[src/rtl/march_fault_classifier.sv]
// March engine: writes and reads back up to four data patterns per word of an address
// range, then streams one ok/flip/patch classification per word with running totals.
module march_fault_classifier #(
  parameter int DATA_W = 16,
  parameter int ADDR_W = 20,
  parameter int HIGH_W = 8,
  parameter int N_PAT  = 2
) (
  input  logic              clk,
  input  logic              reset,
  input  logic              start,
  input  logic [ADDR_W-1:0] base_addr,
  input  logic [ADDR_W-1:0] last_addr,
  output logic              mem_we,
  output logic [ADDR_W-1:0] mem_addr,
  output logic [DATA_W-1:0] mem_wdata,
  input  logic [DATA_W-1:0] mem_rdata,
  output logic              res_valid,
  input  logic              res_ready,
  output logic [ADDR_W-1:0] res_addr,
  output logic              res_flip,
  output logic              res_patch,
  output logic              busy,
  output logic              done,
  output logic [ADDR_W:0]   cnt_ok,
  output logic [ADDR_W:0]   cnt_flip,
  output logic [ADDR_W:0]   cnt_patch
);

  localparam int         LOW_W    = DATA_W - HIGH_W;
  localparam logic [1:0] LAST_PAT = 2'(N_PAT - 1);

  typedef enum logic [2:0] {
    IDLE  = 3'd0,
    WRITE = 3'd1,
    READ  = 3'd2,
    EMIT  = 3'd3,
    DONE  = 3'd4
  } state_t;

  state_t            state_r;
  logic [ADDR_W-1:0] addr_r;
  logic [ADDR_W-1:0] last_r;
  logic [1:0]        pat_idx_r;
  logic              hi_acc_r;
  logic              patch_acc_r;

  logic [DATA_W-1:0] diff_s;
  logic              hi_err_s;
  logic              lo_err_s;
  logic              hi_any_s;
  logic              patch_any_s;

  // Pattern p: ones, zeros, alternating with MSB set, and its inverse.
  function automatic logic [DATA_W-1:0] pattern(input logic [1:0] idx);
    logic [DATA_W-1:0] alt;
    for (int i = 0; i < DATA_W; i++) begin
      alt[i] = ~1'(DATA_W - 1 - i);
    end
    case (idx)
      2'd0:    pattern = {DATA_W{1'b1}};
      2'd1:    pattern = {DATA_W{1'b0}};
      2'd2:    pattern = alt;
      2'd3:    pattern = ~alt;
      default: pattern = {DATA_W{1'b0}};
    endcase
  endfunction

  // Read-back comparison for the current pattern, merged with earlier patterns of this word.
  always_comb begin
    diff_s      = mem_rdata ^ pattern(pat_idx_r);
    hi_err_s    = |diff_s[DATA_W-1 -: HIGH_W];
    lo_err_s    = |diff_s[LOW_W-1:0];
    hi_any_s    = hi_acc_r | hi_err_s;
    patch_any_s = patch_acc_r | lo_err_s;
  end

  // Sequencer with registered memory port, result port and running totals.
  always_ff @(posedge clk) begin
    if (reset) begin
      state_r     <= IDLE;
      addr_r      <= {ADDR_W{1'b0}};
      last_r      <= {ADDR_W{1'b0}};
      pat_idx_r   <= 2'd0;
      hi_acc_r    <= 1'b0;
      patch_acc_r <= 1'b0;
      mem_we      <= 1'b0;
      mem_addr    <= {ADDR_W{1'b0}};
      mem_wdata   <= {DATA_W{1'b0}};
      res_valid   <= 1'b0;
      res_addr    <= {ADDR_W{1'b0}};
      res_flip    <= 1'b0;
      res_patch   <= 1'b0;
      busy        <= 1'b0;
      done        <= 1'b0;
      cnt_ok      <= {(ADDR_W+1){1'b0}};
      cnt_flip    <= {(ADDR_W+1){1'b0}};
      cnt_patch   <= {(ADDR_W+1){1'b0}};
    end else begin
      case (state_r)
        IDLE, DONE: begin
          if (start) begin
            last_r      <= last_addr;
            addr_r      <= base_addr;
            pat_idx_r   <= 2'd0;
            hi_acc_r    <= 1'b0;
            patch_acc_r <= 1'b0;
            cnt_ok      <= {(ADDR_W+1){1'b0}};
            cnt_flip    <= {(ADDR_W+1){1'b0}};
            cnt_patch   <= {(ADDR_W+1){1'b0}};
            res_valid   <= 1'b0;
            // An empty range completes at once and never touches memory.
            if (last_addr < base_addr) begin
              state_r <= DONE;
              mem_we  <= 1'b0;
              busy    <= 1'b0;
              done    <= 1'b1;
            end else begin
              state_r   <= WRITE;
              mem_we    <= 1'b1;
              mem_addr  <= base_addr;
              mem_wdata <= pattern(2'd0);
              busy      <= 1'b1;
              done      <= 1'b0;
            end
          end else begin
            state_r <= state_r;
          end
        end
        WRITE: begin
          state_r <= READ;
          mem_we  <= 1'b0;
        end
        READ: begin
          hi_acc_r    <= hi_any_s;
          patch_acc_r <= patch_any_s;
          if (pat_idx_r == LAST_PAT) begin
            state_r   <= EMIT;
            res_valid <= 1'b1;
            res_addr  <= addr_r;
            res_patch <= patch_any_s;
            res_flip  <= hi_any_s & ~patch_any_s;
          end else begin
            state_r   <= WRITE;
            pat_idx_r <= pat_idx_r + 2'd1;
            mem_wdata <= pattern(pat_idx_r + 2'd1);
            mem_we    <= 1'b1;
          end
        end
        EMIT: begin
          if (res_ready) begin
            res_valid   <= 1'b0;
            hi_acc_r    <= 1'b0;
            patch_acc_r <= 1'b0;
            pat_idx_r   <= 2'd0;
            if (res_patch) begin
              cnt_patch <= cnt_patch + (ADDR_W+1)'(1'b1);
            end else if (res_flip) begin
              cnt_flip <= cnt_flip + (ADDR_W+1)'(1'b1);
            end else begin
              cnt_ok <= cnt_ok + (ADDR_W+1)'(1'b1);
            end
            // Equality stop means a range ending at the top address never wraps.
            if (addr_r == last_r) begin
              state_r <= DONE;
              busy    <= 1'b0;
              done    <= 1'b1;
            end else begin
              state_r   <= WRITE;
              addr_r    <= addr_r + ADDR_W'(1'b1);
              mem_addr  <= addr_r + ADDR_W'(1'b1);
              mem_wdata <= pattern(2'd0);
              mem_we    <= 1'b1;
            end
          end else begin
            state_r <= EMIT;
          end
        end
        default: begin
          state_r   <= IDLE;
          mem_we    <= 1'b0;
          res_valid <= 1'b0;
          busy      <= 1'b0;
          done      <= 1'b0;
        end
      endcase
    end
  end

endmodule

[config.mk]
export PLATFORM = sky130hd
export DESIGN_NAME = march_fault_classifier
export DESIGN_NICKNAME = d
export VERILOG_FILES = /design/src/rtl/march_fault_classifier.sv
export SDC_FILE = /design/constraint.sdc
export NUM_CORES = 1
export LEC_CHECK = 0
export ABC_CLOCK_PERIOD_IN_PS = 6620
export CORE_MARGIN = 1
export CORE_UTILIZATION = 45
export CTS_BUF_LIST = sky130_fd_sc_hd__clkbuf_4
export DETAILED_ROUTE_END_ITERATION = 16
export PLACE_DENSITY = 0.78
export SLEW_MARGIN = 20
export SYNTH_ARGS = -nofsm -noshare
export SYNTH_HDL_FRONTEND = slang
export SYNTH_SLANG_ARGS = --single-unit
[constraint.sdc]
create_clock -name clk -period 6.62 [get_ports clk]
set_clock_uncertainty 0.2 [all_clocks]
set_input_delay 1.324 -clock clk [delete_from_list [all_inputs] [get_ports clk]]
set_output_delay 1.324 -clock clk [all_outputs]
set_load 0.02 [all_outputs]
======== After elaboration in Yosys (flattened, before gate mapping) ========
Cells that the tools add are included.
word-level totals
  register bits ........................... 172
  latch bits .............................. 0
  memory bits (writable) .................. 0
  bits in read-only memories .............. 0
  word-level logic and storage cells ...... 132
  memories ................................ 0
operators by class
  add/sub/neg operators ................... 5
  multiply operators ...................... 0
  div/mod/pow operators ................... 0
  order comparisons ....................... 1
  equal/unequal tests ..................... 22
  shifts and indexed selects .............. 0
  muxes and demuxes ....................... 57
  bitwise operators ....................... 7
  reduce and logical (&&, ||, !) cells .... 22
operators with widths
  kind                   count
  $mux 21                9
  $pmux 16 s4            2
  $pmux 21 s2            3
  $mux 20                5
  $mux 16                5
  $pmux 20 s2            2
  $add 21x1->21 const B  3
  $pmux 16 s3            1
  $reduce_and 4->1       6
  $ne 2x2->1 const B     11
  $add 20x1->20 const B  1
  $eq 20x20->1           1
  $lt 20x20->1           1
  $reduce_or 8->1        2
  $xor 16x16->16         1
  $pmux 1 s3             5
  $reduce_and 5->1       3
  $mux 1                 14
  $mux 3                 4
  $pmux 3 s4             1
  $eq 2x2->1 const B     4
  $mux 2                 4
  $eq 3x2->1 const B     2
  $pmux 2 s3             1
  other kinds (16)       23

======== Depth between registers and ports, before layout ========
  depth in word-level cells ............... 7
  mapped depth ............................ 9

======== Worst setup path before layout ========
Ideal clock, no wire load.
  path type ............................... input port to flip-flop
  start point ............................. in base_addr[9]
  end point ............................... reg mem_addr[12]
  setup time .............................. 72 ps
  arrival ................................. 3024 ps
  slack ................................... 3324 ps
  cell stages on the path ................. 9
  buffers on the path ..................... 1
  path through ............................ inv_1 ha_1 a21oi_1 o21ai_0 a221oi_1 o21ai_1 o21ai_2 buf_4 mux2i_1
on the way
  cells in the longest elaborated chain, start to end .. 3
RTL lines
  item                        line  source
  from (decl)                 12    input logic [ADDR_W-1:0] base_addr,
  $lt 20x20->1                113   if (last_addr < base_addr) begin
  $ne 2x2->1 (no line)        -
  $reduce_and 5->1 (no line)  -
  to (signal assigned)        88    mem_addr <= {ADDR_W{1'b0}};
  to (signal assigned)        121   mem_addr <= base_addr;
  to (signal assigned)        171   mem_addr <= addr_r + ADDR_W'(1'b1);
  to (decl)                   15    output logic [ADDR_W-1:0] mem_addr,
Every way passes these cells.
A chain may end at the register's enable or synchronous reset.

======== Final worst setup path ========
  start point ............................. in start
  end point ............................... reg mem_addr[12]
on the way
  cells in the longest elaborated chain, start to end .. 2
RTL lines
  item                        line  source
  from (decl)                 11    input logic start,
  $ne 2x2->1 (no line)        -
  $reduce_and 5->1 (no line)  -
Every way passes these cells.

==> results.md <==
* Run status: completed
* Post-CTS Hold Fix Bufs at 0
* Filler cells at 1596
* Synth Cell Area at 7981 µm²
* Register area share after synthesis at 39.63%
* Root Driver: clkbuf_4
* Number of DRC markers in iteration 0 at 431
* Max transition margin at 36.99%
* Overall Global Routing Usage at 23.62%
* First-pass GRT wire length at 33890 µm
* ANT nets after route at 0
* Die Y at 135.2 µm
* Number of synthesized register bits at 158
* Primary FF master, synth: dfxtp_1
* Full die area at 18270 µm²
* Worst min path class: reg2reg
* Port Buffer Count at 184
* Setup crit start kind: input pin
* Grt ovf at 0
* Syn Inst Count at 987
* Io pins at 185
* Max Cap Viol at 0
* WL/cell at 15.39 µm
* Crit Path Class: in2reg
* Final worst path period need at 3.966 ns
* Initial Util at 46.14%
* Internal power consumption at 1.342 mW
* Hold wc startpoint: res_addr[2]$_SDFFE_PP0P_
* Yosys top cell by area: dfxtp_1
* Leak at 3.770 nW
* Max Fanout on Critical Path at 24
* Layout net count at 1216
* Vias in the first global route at 6661
* Ys async rst share at 0%
* Clk Latency, worst-skew pair at 0.58 ns
* Post-DR vias/cell at 5.411
* Post-CTS Setup Bufs at 0
* Part of the power in registers at 52.9%
* Core footprint at 17300 µm²
* Area growth from synthesis to layout at 26.51%
* Top post-synthesis cells by area: dfxtp_1, nand2_1, nor2_1
* Antenna violations before repair at 1
* DR vias at 7408
* RSZ-0062 raised after global routing: no
* CP Capture Type: register
* Fin Setup TNS at 0 ns
* Setup slack, reg-to-reg at 3.43 ns
* Worst slew pin tran at 0.9451 ns
* DRT Wirelength at 21070 µm
* EDFF count, synth at 0
* Max Slew Vio Count at 0
* Clock network power share at 30.7%
* CTS tree: yes
* Critical Path RT at 6.87 ns
* Share of cells above drive strength 1 at 4.899%
* Avg Inst Size Synth at 8.087 µm²
* Critical Path AT at 4.21 ns
* Crit path launch: start
* Setup violators final at 0
* Final GP Congestion at 0.9385
* Distinct cells, synth at 60
* Post-cts sizing count at 0
* F_max at 252.2 MHz
* CTS clk-pin slew, worst paths at 0.15 ns
* Register area at 3163 µm²
* Switching Share at 31.30%
* Die Span X at 135.2 µm
* Multi-input logic area at 4349 µm²
* Deepest clock path buffer count at 2
* Syn. warnings at 0
* Drt first pass iters at 6
* Max IR drop VDD at 0.0001046 V
* Switching Power at 611.5 µW
* Crit Reg-Reg Startpoint: state_r[0]$_SDFFE_PP0N_
* Syn Nets at 1073
* DRC errors left at 0
* CTS buffer count at 17
* Tot Pwr at 1.954 mW
* Logic pwr share at 16.4%
* DP HPWL at 15660 µm
* Final hold violation count at 0
* Cell Rows at 48
* Clock Sinks at 158
* Final Hold Slack at 0.2634 ns
* Power Density at 193.5 nW/µm²
* Pin count of the biggest net entering global routing at 77
* Fin crit share at 59.90%
* Area share of the largest cell type after synthesis at 39.63%
* CTS H-tree depth at 4
-- kinds of logic (layout without fill, tap and decap cells) --
logic type,Yosys count,after routing,share of synthesized area [%]
DFF,158,158,39.63
muxes,37,37,4.640
adders and majority gates,26,26,4.076
xor gates and xnor gates,84,84,9.218
AOI/OAI and AO/OA,151,151,10.90
other,0,1,0
and+or+nand+nor,431,431,25.63
buffers and inverters,100,256,5.910
-- registers in the layout (all words and copies together), names as in the netlist --
register / count
mem_we: 1
res_valid: 1
hi_acc_r: 1
addr_r: 20
res_flip: 1
pat_idx_r: 2
mem_wdata: 2
state_r: 3
done: 1
res_addr: 20
busy: 1
last_r: 20
mem_addr: 20
patch_acc_r: 1
cnt_flip: 21
cnt_ok: 21
res_patch: 1
cnt_patch: 21
-- power groups by stage --
| stage | Sequential (mW) | Clock (mW) | Combinational (mW) |
|---|---|---|---|
| 2_1_floorplan | 1.05 | 0 | 0.198 |
| 3_3_place_gp | 1.05 | 0 | 0.313 |
| 3_5_place_dp | 1.05 | 0 | 0.318 |
| 4_1_cts | 1.03 | 0.611 | 0.319 |
| 5_1_grt | 1.04 | 0.659 | 0.348 |
| 6_report | 1.03 | 0.601 | 0.320 |
-- synthesized netlist by cell type (all sizes together), types with 16 or more instances --
master and n:
a21oi 77, and3 16, buf 32, clkbuf 34, dfxtp 158, ha 26
inv 33, mux2i 37, nand2 182, nand3 32, nand4 26, nor2 107
o21ai 39, xnor2 41, xor2 43
-- metrics by stage --
stage | area [µm²] | utilization [%] | std cells | setup WS (ns)
final | 10100 | 58.38 | 1369 | 2.654
after CTS | 10080 | 58.30 | 1367 | 2.729
after global routing | 10100 | 58.38 | 1369 | 2.554
after floorplan | 7981 | - | 987 | 3.324
after global placement | 9796 | 56.63 | 1335 | 2.150
after detailed placement | 9796 | 56.63 | 1335 | 2.079
-- layout by cell type, fill, tap and decap left out, types with 4 or more instances in the layout --
master and n:
a31oi_1 7, a211oi_1 4, a21oi_1 77, xor2_1 43
nand2b_1 7, or3_1 14, nor4_2 5, clkbuf_4 18
nand3_1 32, buf_4 5, nor4_1 5, nor3_1 7
or4_1 4, nand2_1 181, xnor2_1 41, mux2i_1 37
and3_1 15, o21ai_0 36, ha_1 26, dfxtp_1 158
inv_1 33, nand4_1 24, nor2_1 107, inv_8 4
and4_1 5, clkdlybuf4s50_1 183, o31ai_1 4
-- final cells by class --
cell class,instances,area share (%)
timing repair buffer,190,18.67
tap,225,2.788
sequential,158,31.33
inverter,34,1.264
clock inverter,14,1.512
multi-input combinational,729,43.07
clock buffer,18,1.338
antenna,1,0.02478
-- path summary, 6_finish.rpt --
| kind | cells after the start | endpoint |
|---|---|---|
| max | 5 | mem_addr[12]$_SDFFE_PP0P_ |
| min | 2 | res_addr[2]$_SDFFE_PP0P_ |
| max reg2reg | 4 | mem_addr[12]$_SDFFE_PP0P_ |
| min reg2reg | 2 | res_addr[2]$_SDFFE_PP0P_ |
-- per-layer routing --
| layer | routed length (µm) | GRT usage [%] | share of wire, % | up-vias |
|---|---|---|---|---|
| met3 | 1534 | 5.200 | 7.3 | 40 |
| met5 | 0 | 0 | 0 | - |
| met4 | 470 | 8.677 | 2.2 | 0 |
| met2 | 9778 | 39.09 | 46 | 290 |
| li1 | - | - | - | 3648 |
| met1 | 9289 | 30.02 | 44 | 3430 |
-- critical path, stage by stage --
cell and delay (ns):
clkdlybuf4s50_1 0.55, or3b_1 0.76, a32oi_2 0.86, o21ai_2 0.48, mux2i_1 0.22
No activity file was read; power rests on OpenSTA's default activity.
